## src/rtl/cv32e40p_regfile_pkg.sv

```systemverilog
// -----------------------------------------------------------------------------
// cv32e40p_regfile_pkg
// Shared constants, types and helpers for the scoreboarded register file.
//   - default address width and per-bank word counts
//   - regaddr_t : register address type for the default configuration
//   - bank_words / total_words : word counts for an arbitrary address width
//   - flat_index : maps an architectural address to a flat storage index
//                  (bank select + word), folding the MSB away when there is
//                  no separate FP bank
// -----------------------------------------------------------------------------
package cv32e40p_regfile_pkg;

    localparam int unsigned REGFILE_ADDR_WIDTH = 32'd6;
    localparam int unsigned INT_BANK_WORDS     = 32'd1 << (REGFILE_ADDR_WIDTH - 32'd1);
    localparam int unsigned FP_BANK_WORDS      = INT_BANK_WORDS;

    typedef logic [REGFILE_ADDR_WIDTH-1:0] regaddr_t;

    // Words in one bank: the address MSB is the bank select, the rest the word.
    function automatic int unsigned bank_words(input int unsigned addr_width);
        return 32'd1 << (addr_width - 32'd1);
    endfunction

    // Total storage words: two banks when the FP bank exists, otherwise one.
    function automatic int unsigned total_words(input int unsigned addr_width,
                                                input bit          fp_bank);
        if (fp_bank) begin
            return 32'd2 * bank_words(addr_width);
        end else begin
            return bank_words(addr_width);
        end
    endfunction

    // Flat storage index. Integer words occupy 0..N-1, FP words N..2N-1.
    // Without an FP bank the MSB is ignored so FP addresses alias integer ones.
    function automatic logic [31:0] flat_index(input logic [31:0] addr,
                                               input int unsigned addr_width,
                                               input bit          fp_bank);
        logic [31:0] word_mask;
        logic [31:0] bank_sel;
        word_mask = bank_words(addr_width) - 32'd1;
        bank_sel  = (addr >> (addr_width - 32'd1)) & 32'd1;
        if (fp_bank) begin
            return (bank_sel * bank_words(addr_width)) + (addr & word_mask);
        end else begin
            return addr & word_mask;
        end
    endfunction

endpackage

```

## src/rtl/cv32e40p_register_file_sb_scoreboard.sv

```systemverilog
// -----------------------------------------------------------------------------
// cv32e40p_regfile_scoreboard
// Busy tracking for long-latency destinations of the register file.
// Ports (all addresses are flat storage indices, word 0 is x0):
//   clk, rst          clock, asynchronous active-high reset
//   ridx / rbusy      per read port: index in, busy bit out
//   rsv_valid/rsv_idx reservation request, rsv_ready = accepted this cycle
//   rel_valid/rel_idx release of a busy bit (port-B write-back)
//   flush             clear every busy bit next cycle
//   busy_cnt          registered number of busy words
// -----------------------------------------------------------------------------
module cv32e40p_regfile_scoreboard
    import cv32e40p_regfile_pkg::*;
#(
    parameter int unsigned NUM_WORDS  = INT_BANK_WORDS,
    parameter int unsigned IDX_W      = 32'd5,
    parameter int unsigned NUM_RPORTS = 32'd3,
    parameter int unsigned CNT_W      = 32'd7
) (
    input  logic                        clk,
    input  logic                        rst,
    input  logic [NUM_RPORTS*IDX_W-1:0] ridx,
    output logic [NUM_RPORTS-1:0]       rbusy,
    input  logic                        rsv_valid,
    input  logic [IDX_W-1:0]            rsv_idx,
    output logic                        rsv_ready,
    input  logic                        rel_valid,
    input  logic [IDX_W-1:0]            rel_idx,
    input  logic                        flush,
    output logic [CNT_W-1:0]            busy_cnt
);

    logic [NUM_WORDS-1:0] busy_r;
    logic [NUM_WORDS-1:0] busy_nxt_s;
    logic [CNT_W-1:0]     busy_cnt_r;
    logic [CNT_W-1:0]     busy_cnt_nxt_s;
    logic                 rsv_accept_s;

    // Reservation handshake: a busy destination (WAW) or a flush refuses it.
    always_comb begin
        rsv_accept_s = 1'b0;
        if (rst) begin
            rsv_accept_s = 1'b0;
        end else begin
            rsv_accept_s = rsv_valid & ~busy_r[rsv_idx] & ~flush;
        end
    end

    // Next busy vector: flush clears all, otherwise release then set so an
    // accepted reservation wins a same-address release. x0 is never busy.
    always_comb begin
        busy_nxt_s = busy_r;
        if (flush) begin
            busy_nxt_s = {NUM_WORDS{1'b0}};
        end else begin
            if (rel_valid) begin
                busy_nxt_s[rel_idx] = 1'b0;
            end else begin
                busy_nxt_s = busy_nxt_s;
            end
            if (rsv_accept_s) begin
                busy_nxt_s[rsv_idx] = 1'b1;
            end else begin
                busy_nxt_s = busy_nxt_s;
            end
        end
        busy_nxt_s[0] = 1'b0;
    end

    // Population count of the next busy vector, registered alongside it.
    always_comb begin
        busy_cnt_nxt_s = {CNT_W{1'b0}};
        for (int i = 0; i < int'(NUM_WORDS); i++) begin
            busy_cnt_nxt_s = busy_cnt_nxt_s + CNT_W'(busy_nxt_s[i]);
        end
    end

    // Busy vector and counter state.
    always_ff @(posedge clk or posedge rst) begin
        if (rst) begin
            busy_r     <= {NUM_WORDS{1'b0}};
            busy_cnt_r <= {CNT_W{1'b0}};
        end else begin
            busy_r     <= busy_nxt_s;
            busy_cnt_r <= busy_cnt_nxt_s;
        end
    end

    // Per-port busy lookup; reflects the registered state, so a same-cycle
    // release is only visible next cycle.
    always_comb begin
        rbusy = {NUM_RPORTS{1'b0}};
        for (int p = 0; p < int'(NUM_RPORTS); p++) begin
            if (rst) begin
                rbusy[p] = 1'b0;
            end else begin
                rbusy[p] = busy_r[ridx[p*IDX_W +: IDX_W]];
            end
        end
    end

    assign rsv_ready = rsv_accept_s;
    assign busy_cnt  = busy_cnt_r;

endmodule

```

## src/rtl/cv32e40p_register_file_sb.sv

```systemverilog
// -----------------------------------------------------------------------------
// cv32e40p_register_file_sb
// Flip-flop register file with integrated write-back scoreboard.
// Ports:
//   clk, rst                 clock, asynchronous active-high reset
//   raddr_i / rdata_o        NUM_RPORTS combinational read ports
//   rbusy_o                  per read port: addressed register has a pending write
//   waddr_a_i/wdata_a_i/we_a_i  single-cycle write port A
//   waddr_b_i/wdata_b_i/we_b_i  long-latency write port B, also releases busy
//   rsv_valid_i/rsv_addr_i   reservation request, rsv_ready_o = accepted
//   flush_i                  clear all busy bits
//   busy_cnt_o               registered number of busy registers
// Storage, write arbitration (B beats A) and read/bypass muxes live here;
// busy tracking is in cv32e40p_regfile_scoreboard.
// -----------------------------------------------------------------------------
module cv32e40p_register_file_sb
    import cv32e40p_regfile_pkg::*;
#(
    parameter int unsigned ADDR_WIDTH = REGFILE_ADDR_WIDTH,
    parameter int unsigned DATA_WIDTH = 32'd32,
    parameter int unsigned FPU        = 32'd0,
    parameter int unsigned ZFINX      = 32'd0,
    parameter int unsigned NUM_RPORTS = 32'd3,
    parameter int unsigned BYPASS     = 32'd1
) (
    input  logic                             clk,
    input  logic                             rst,
    input  logic [NUM_RPORTS*ADDR_WIDTH-1:0] raddr_i,
    output logic [NUM_RPORTS*DATA_WIDTH-1:0] rdata_o,
    output logic [NUM_RPORTS-1:0]            rbusy_o,
    input  logic [ADDR_WIDTH-1:0]            waddr_a_i,
    input  logic [DATA_WIDTH-1:0]            wdata_a_i,
    input  logic                             we_a_i,
    input  logic [ADDR_WIDTH-1:0]            waddr_b_i,
    input  logic [DATA_WIDTH-1:0]            wdata_b_i,
    input  logic                             we_b_i,
    input  logic                             rsv_valid_i,
    input  logic [ADDR_WIDTH-1:0]            rsv_addr_i,
    output logic                             rsv_ready_o,
    input  logic                             flush_i,
    output logic [ADDR_WIDTH:0]              busy_cnt_o
);

    localparam bit          FP_BANK   = (FPU != 32'd0) && (ZFINX == 32'd0);
    localparam bit          BYPASS_EN = (BYPASS != 32'd0);
    localparam int unsigned NUM_WORDS = total_words(ADDR_WIDTH, FP_BANK);
    localparam int unsigned IDX_W     = $clog2(NUM_WORDS);

    // Architectural address to flat storage index for this configuration.
    function automatic logic [IDX_W-1:0] to_idx(input logic [ADDR_WIDTH-1:0] addr);
        return IDX_W'(flat_index(32'(addr), ADDR_WIDTH, FP_BANK));
    endfunction

    logic [DATA_WIDTH-1:0]       mem_r [NUM_WORDS];
    logic [IDX_W-1:0]            ridx_s [NUM_RPORTS];
    logic [NUM_RPORTS*IDX_W-1:0] ridx_flat_s;
    logic [IDX_W-1:0]            wa_idx_s;
    logic [IDX_W-1:0]            wb_idx_s;
    logic [IDX_W-1:0]            rsv_idx_s;

    assign wa_idx_s  = to_idx(waddr_a_i);
    assign wb_idx_s  = to_idx(waddr_b_i);
    assign rsv_idx_s = to_idx(rsv_addr_i);

    // Read address decode, kept both per port and packed for the scoreboard.
    always_comb begin
        ridx_flat_s = {(NUM_RPORTS*IDX_W){1'b0}};
        for (int p = 0; p < int'(NUM_RPORTS); p++) begin
            ridx_s[p]                       = to_idx(raddr_i[p*ADDR_WIDTH +: ADDR_WIDTH]);
            ridx_flat_s[p*IDX_W +: IDX_W]   = ridx_s[p];
        end
    end

    // Storage update: port B has priority over A on the same word; word 0 (x0)
    // is held at zero.
    always_ff @(posedge clk or posedge rst) begin
        if (rst) begin
            for (int i = 0; i < int'(NUM_WORDS); i++) begin
                mem_r[i] <= {DATA_WIDTH{1'b0}};
            end
        end else begin
            for (int i = 1; i < int'(NUM_WORDS); i++) begin
                if (we_b_i && (wb_idx_s == IDX_W'(i))) begin
                    mem_r[i] <= wdata_b_i;
                end else if (we_a_i && (wa_idx_s == IDX_W'(i))) begin
                    mem_r[i] <= wdata_a_i;
                end else begin
                    mem_r[i] <= mem_r[i];
                end
            end
            mem_r[0] <= {DATA_WIDTH{1'b0}};
        end
    end

    // Read muxes with optional same-cycle forwarding (B before A, never to x0).
    always_comb begin
        rdata_o = {(NUM_RPORTS*DATA_WIDTH){1'b0}};
        for (int p = 0; p < int'(NUM_RPORTS); p++) begin
            if (rst || (ridx_s[p] == {IDX_W{1'b0}})) begin
                rdata_o[p*DATA_WIDTH +: DATA_WIDTH] = {DATA_WIDTH{1'b0}};
            end else if (BYPASS_EN && we_b_i && (wb_idx_s == ridx_s[p])) begin
                rdata_o[p*DATA_WIDTH +: DATA_WIDTH] = wdata_b_i;
            end else if (BYPASS_EN && we_a_i && (wa_idx_s == ridx_s[p])) begin
                rdata_o[p*DATA_WIDTH +: DATA_WIDTH] = wdata_a_i;
            end else begin
                rdata_o[p*DATA_WIDTH +: DATA_WIDTH] = mem_r[ridx_s[p]];
            end
        end
    end

    cv32e40p_regfile_scoreboard #(
        .NUM_WORDS  (NUM_WORDS),
        .IDX_W      (IDX_W),
        .NUM_RPORTS (NUM_RPORTS),
        .CNT_W      (ADDR_WIDTH + 32'd1)
    ) u_scoreboard (
        .clk       (clk),
        .rst       (rst),
        .ridx      (ridx_flat_s),
        .rbusy     (rbusy_o),
        .rsv_valid (rsv_valid_i),
        .rsv_idx   (rsv_idx_s),
        .rsv_ready (rsv_ready_o),
        .rel_valid (we_b_i),
        .rel_idx   (wb_idx_s),
        .flush     (flush_i),
        .busy_cnt  (busy_cnt_o)
    );

endmodule

```

## config.mk

```make
export PLATFORM = sky130hd
export DESIGN_NAME = cv32e40p_register_file_sb
export DESIGN_NICKNAME = d
export VERILOG_FILES = /design/src/rtl/cv32e40p_regfile_pkg.sv /design/src/rtl/cv32e40p_register_file_sb_scoreboard.sv /design/src/rtl/cv32e40p_register_file_sb.sv
export SDC_FILE = /design/constraint.sdc
export NUM_CORES = 2
export LEC_CHECK = 0
export BUFFER_PORTS_ARGS = -buffer_cell sky130_fd_sc_hd__buf_4
export CELL_PAD_IN_SITES_DETAIL_PLACEMENT = 2
export CELL_PAD_IN_SITES_GLOBAL_PLACEMENT = 2
export CORE_MARGIN = 8
export CORE_UTILIZATION = 35
export DETAILED_ROUTE_END_ITERATION = 7
export GPL_TIMING_DRIVEN = 1
export HOLD_SLACK_MARGIN = 0.1
export PLACE_DENSITY = 0.73
export SETUP_SLACK_MARGIN = 0.2
export SLEW_MARGIN = 5
export SYNTH_ARGS = -nofsm -noshare
export SYNTH_HDL_FRONTEND = slang
export SYNTH_SLANG_ARGS = --single-unit
```

## constraint.sdc

```tcl
create_clock -name clk -period 95.1 [get_ports clk]
set_input_delay 19.02 -clock clk [delete_from_list [all_inputs] [get_ports clk]]
set_output_delay 19.02 -clock clk [all_outputs]
set_load 0.1 [all_outputs]
```

# --- After elaboration in Yosys (flattened, before gate mapping) ---
# Cells that the tools add are included.
totals:
  register_bits: 1030
  latchBits: 0
  ram_bits: 0
  romBits: 0
  input_bits: 106
  output_inout_bits: 107
  word_cells: 358
  n_memories: 0
classes:
  addsub: 30
  n_mul: 0
  div: 0
  magnitude_cmp: 10
  n_eq_ne: 68
  shifts: 0
  muxes: 100
  bitwise: 10
  n_reduce_logical: 107
ops:
  columns: ["cell", "n"]
  rows:
  - ["32-bit 2-to-1 mux", 81]
  - ["32-bit binary-select mux with 5-bit select", 3]
  - ["7-bit by 1-bit adder with 7-bit output", 29]
  - ["5-bit equality test (second input constant)", 32]
  - ["5-bit by 4-bit equality test with 1-bit output (second input constant)", 16]
  - ["1-bit logical AND", 70]
  - ["2-bit nonzero test", 31]
  - ["5-bit by 3-bit equality test with 1-bit output (second input constant)", 8]
  - ["32-bit AND", 1]
  - ["32-bit NOT", 1]
  - ["32-bit bitwise OR", 1]
  - ["5-bit equality test", 6]
  - ["5-bit by 6-bit < comparator with 1-bit output (second input constant)", 5]
  - ["1-bit binary-select mux with 5-bit select", 4]
  - ["5-bit by 2-bit equality test with 1-bit output (second input constant)", 4]
  - ["6-bit greater-or-equal comparator (second input constant)", 3]
  - ["5-bit NOT with 6-bit output", 3]
  - ["5-bit logical NOT", 3]
  - ["1-bit demux with 5-bit select", 2]
  - ["5-bit by 1-bit equality test with 1-bit output (second input constant)", 2]
  - ["5-bit by 1-bit greater-or-equal comparator with 1-bit output (second input constant)", 2]
  - ["1-bit 2-to-1 mux", 10]
  - ["1-bit logical OR", 3]
  - ["1-bit by 1-bit adder with 2-bit output", 1]
  - ["other kinds (2)", 4]

# --- Logic depth before layout (Yosys ltp) ---
logic_depth:
  word_depth: 41
  depth_mapped: 23
  ltp_nobuf: 22

# --- Cells and area by module ---
# Synthesis repeated with hierarchy kept, for this count alone.
unflattened:
  hier_cells: 8223
  area_unflattened_um2: 77949.8
by_module_without_submodules:
  columns: ["module", "n_inst", "cells_each", "area_each_um2", "seq_area_each_um2"]
  rows:
  - ["cv32e40p_register_file_sb", 1, 7860, 74179.9, 24823.8]
  - ["cv32e40p_regfile_scoreboard", 1, 363, 3769.9, 925.9]

# --- Worst setup path before layout ---
# No wires, ideal clock.
synth_path:
  path_type: "in2out"
  from: "in rst"
  to: "out rdata_o[85]"
  t_arrival_ps: 47261
  required_ps: 76080
  setup_slack_ps: 28819
  cell_stages: 6
  n_path_buf: 1
  cell_sequence: "inv_1 -> o41ai_1 -> a21oi_2 -> nand2b_1 -> clkbuf_1 -> o41ai_1"
synth_via:
  elab_chain_cells: 2
synth_rtl:
  columns: ["element", "line_no", "text"]
  rows:
  - ["start, declared", "cv32e40p_register_file_sb.sv:27", "input logic rst,"]
  - ["1-bit logical OR", "cv32e40p_register_file_sb.sv:99", "if (rst || (ridx_s[p] == {IDX_W{1'b0}})) begin"]
  - ["32-bit 2-to-1 mux", "cv32e40p_register_file_sb.sv:99", null]
  - ["end, declared", "cv32e40p_register_file_sb.sv:29", "output logic [NUM_RPORTS*DATA_WIDTH-1:0] rdata_o,"]
# No other way between the ends.

# --- Worst setup path in the final report ---
layout_path:
  from: "in raddr_i[6]"
  to: "out rdata_o[58]"
layout_via:
  elab_chain_cells: 7
  elab_cells_between_ends: 13
  classes_between: "eq/ne: 2; mux: 6; bitwise: 1; reduce/logical: 4"
layout_rtl:
  columns: ["element", "line_no", "text"]
  rows:
  - ["start, declared", "cv32e40p_register_file_sb.sv:28", "input logic [NUM_RPORTS*ADDR_WIDTH-1:0] raddr_i,"]
  - ["5-bit NOT with 6-bit output (implied by the code)", "cv32e40p_register_file_sb.sv:106", "rdata_o[p*DATA_WIDTH +: DATA_WIDTH] = mem_r[ridx_s[p]];"]
  - ["32-bit binary-select mux with 5-bit select", "cv32e40p_register_file_sb.sv:106", null]
  - ["32-bit 2-to-1 mux (implied by the code) (2 in series)", "cv32e40p_register_file_sb.sv:106", null]
  - ["32-bit 2-to-1 mux", "cv32e40p_register_file_sb.sv:103", "end else if (BYPASS_EN && we_a_i && (wa_idx_s == ridx_s[p])) begin"]
  - ["32-bit 2-to-1 mux", "cv32e40p_register_file_sb.sv:101", "end else if (BYPASS_EN && we_b_i && (wb_idx_s == ridx_s[p])) begin"]
  - ["32-bit 2-to-1 mux *", "cv32e40p_register_file_sb.sv:99", null]
# Mark *: on every way between the ends. The rest lies on a longest branch, timed or not. The select of a mux whose other input is x is not followed.

==> results_dict.tcl <==
set metrics [dict create \
    drtIter0Drc 8203 \
    yosysTopAreaCellShare 0.3364 \
    netlist_area_sq_um 76540 \
    antenna_found_initial 36 \
    grt_first_pass_wirelength_mm 594.3 \
    cts_setup_buffers 0 \
    syn-num-nets 8078 \
    critPathLaunchType "input pin" \
    p_leak_nw 36.27 \
    skew_ns 0.02312 \
    vias 73220 \
    ys.flop_type "dfrtp_1" \
    clock-root-buffer "clkbuf_16" \
    pin_count 213 \
    cts_tree "yes" \
    routed_via_density 7.012 \
    num_rows 171 \
    clk_latency_ns 0.83 \
    worst_slack_ns 51.24 \
    syn_to_final_growth_pct 9.795 \
    critPathKind "in -> out" \
    cts_max_level 4 \
    worstPathRequired_ns 76.08 \
    cts_sinks 1029 \
    place_inst 10170 \
    peakVddDrop_v 0.00002004 \
    pre_cts_slack_ns 51.55 \
    drc 0 \
    layoutNonFillerInstCount 10440 \
    status "finished with violations" \
    report.final.slew_viol_count 2 \
    worst_pin_slew_ns 1.585 \
    fmax_ghz 0.02280 \
    violations "capacitance limit, slew limit" \
    critical_path.most_common_cell "buf_4" \
    core_area_sq_um 217400 \
    overflow 0 \
    crit_fanout 94 \
    syn_avg_cell_area_sq_um 9.640 \
    ys_top_cells_by_area "dfrtp_1, mux2i_1, mux4_2, a21oi_1, o21ai_0" \
    dp_hpwl_mm 251.6 \
    nNetsFinal 7591 \
    cts_made_buffers 133 \
    powerDensity_nw_per_um2 21.00 \
    grt_pass1_vias 77960 \
    hold_viol_final 0 \
    grtUsageTotal 0.3465 \
    port_buffers 205 \
    yosysTopAreaCell "dfrtp_1" \
    initial_utilization 0.3521 \
    min_period_ns 43.86 \
    ys_ff_latch 1029 \
    cts_resized 0 \
    clock_path_buffers 3 \
    drive_gt1_frac 0.1578 \
    rsz0062_at_grt "false" \
    synth_cell_types 64 \
    grt_max_degree 157 \
    setup-violations-final 0 \
    ys_warn_count 0 \
    fin_setup_tns_ns 0 \
    wl_mm 422.7 \
    cpMaxStageDelayCell "buf_4" \
    crit_chain "buf_8 > buf_4 > buf_12 > buf_4 > buf_4 > mux2i_1 > o22ai_1 > nor3_1 > o41ai_1 > buf_4" \
    min_period_over_period 0.4612 \
    synth-edff-count 0 \
    clk_pin_slew_worst_paths_ns 0.06 \
    ys_async_sr_fraction 1.000 \
    min_path_type "reg -> reg" \
    place_congestion 0.9178 \
    final_area_sq_um 84040 \
    avgRoutedWirePerCell_um 40.48 \
    relSlewSlack -0.06351 \
    yosysSeqAreaShare 0.3364 \
    max_cap_violations 1 \
    netlist_instances 7940 \
    fp.dieW_um 483.6 \
    worstPathArrival_ns 24.84 \
    ant_nets 0 \
    ctsHoldBuffers 0 \
    placed_area_sq_um 79380 \
    dr.pass1.iters 6 \
    max_stage_delay_ns 0.95 \
    setup.worst_path.end_class "primary output" \
    die_h_um 483.6 \
    dieArea_sq_um 233900 \
]
-- worst max-delay path: cells and delay by family --
family | cells | cell delay, ns
AO/OA/AOI/OAI | 2 | 1.14
buffers and inverters | 6 | 3.87
multiplexers | 1 | 0.22
AND/OR/NAND/NOR | 1 | 0.15
-- stage by stage --
| stage | util | power, W | hold WS [ns] |
|---|---|---|---|
| final | 0.3866 | 0.001765 | 0.6180 |
| after global routing | 0.3865 | 0.001824 | 0.6558 |
| after CTS | 0.3861 | 0.001753 | 0.6205 |
| after detailed placement | 0.3652 | 0.001206 | 0.6082 |
| after global placement | 0.3652 | 0.001165 | 0.5821 |
| after floorplan | - | 0.001027 | 0.5401 |
-- layer usage --
metal | part of all wire | vias to the layer above | global-route usage
met4 | 0.088 | 8 | 0.2694
met5 | 0.00012 | - | 0
li1 | - | 28400 | -
met2 | 0.44 | 4484 | 0.5264
met3 | 0.099 | 1595 | 0.09531
met1 | 0.37 | 38740 | 0.4154
-- sequential cells by signal, summed over array words and instances (netlist names) --
name / cells
mem_r: 992
u_scoreboard.busy_r: 31
u_scoreboard.busy_cnt: 6
-- final cells by class --
class                      count  area (sq um)
fill                       23240        133300
inverter                      76         292.8
timing repair buffer         384          3043
antenna                       30         75.07
clock buffer                 210          4167
clock inverter                31         377.9
tap                         2854          3571
sequential                  1029         25750
multi-input combinational   5829         46760
-- logic make-up after synthesis --
group	after synthesis	synth area share
mux	2185	0.3452
compound gates	1885	0.1509
simple gates	1693	0.09414
buf+inv	1082	0.06199
flops	1029	0.3364
xor+xnor	33	0.003776
fa+ha+maj	32	0.007487
other cells	1	0.00004899
-- cell usage after synthesis, drive strengths merged (5+ instances only) --
| cell | number |
|---|---|
| dfrtp | 1029 |
| o21a | 16 |
| mux4 | 351 |
| a31oi | 32 |
| xnor2 | 18 |
| and2 | 10 |
| o32ai | 46 |
| o21ai | 519 |
| ha | 9 |
| nor2 | 624 |
| a211o | 26 |
| mux2i | 1705 |
| xor2 | 15 |
| a22o | 29 |
| nand3 | 40 |
| a32oi | 64 |
| o32a | 9 |
| or4 | 5 |
| a221oi | 57 |
| a21boi | 12 |
| a21oi | 544 |
| nand2b | 53 |
| a311oi | 27 |
| nor3 | 248 |
| and3 | 8 |
| inv | 75 |
| o22ai | 309 |
| a211oi | 7 |
| buf | 419 |
| nor2b | 77 |
| or3 | 10 |
| a2111oi | 21 |
| clkbuf | 587 |
| a2bb2oi | 18 |
| fa | 23 |
| nand2 | 595 |
| or2 | 7 |
| a22oi | 68 |
| mux2 | 129 |
| o41ai | 65 |
-- worst paths after layout --
| path | start | endpoint | slack [ns] | cells past startpoint |
|---|---|---|---|---|
| worst min-delay path | mem_r[826] | mem_r[826] | 0.62 | 2 |
| worst max-delay path | raddr_i[6] | rdata_o[58] | 51.24 | 10 |
| worst max register to register | u_scoreboard.busy_r[24] | u_scoreboard.busy_cnt[4] | 88.55 | 18 |
| max in group asynchronous | rst | mem_r[514] | 73.33 | 6 |
| min in group asynchronous | rst | mem_r[938] | 18.31 | 2 |
| worst min register to register | mem_r[826] | mem_r[826] | 0.62 | 2 |
-- placed cells by master, fill, tap and decap left out, types with 246 or more instances in the layout --
cell type | synthesis | routed
a21oi_1 | 543 | 543
buf_4 | 71 | 368
o22ai_1 | 309 | 309
nor2_1 | 624 | 598
mux2i_1 | 1705 | 1705
o21ai_0 | 502 | 502
dfrtp_1 | 1029 | 1029
nor3_1 | 248 | 246
mux4_2 | 351 | 351
nand2_1 | 595 | 563
-- where the power goes --
part | switching (W) | total (W) | internal, W | leakage (nW)
Sequential | 0.000131 | 0.000682 | 0.000551 | 12.6
Combinational | 0.000307 | 0.000538 | 0.000231 | 21.4
Clock | 0.000228 | 0.000545 | 0.000317 | 2.24
(Power assumes the default switching activity.)
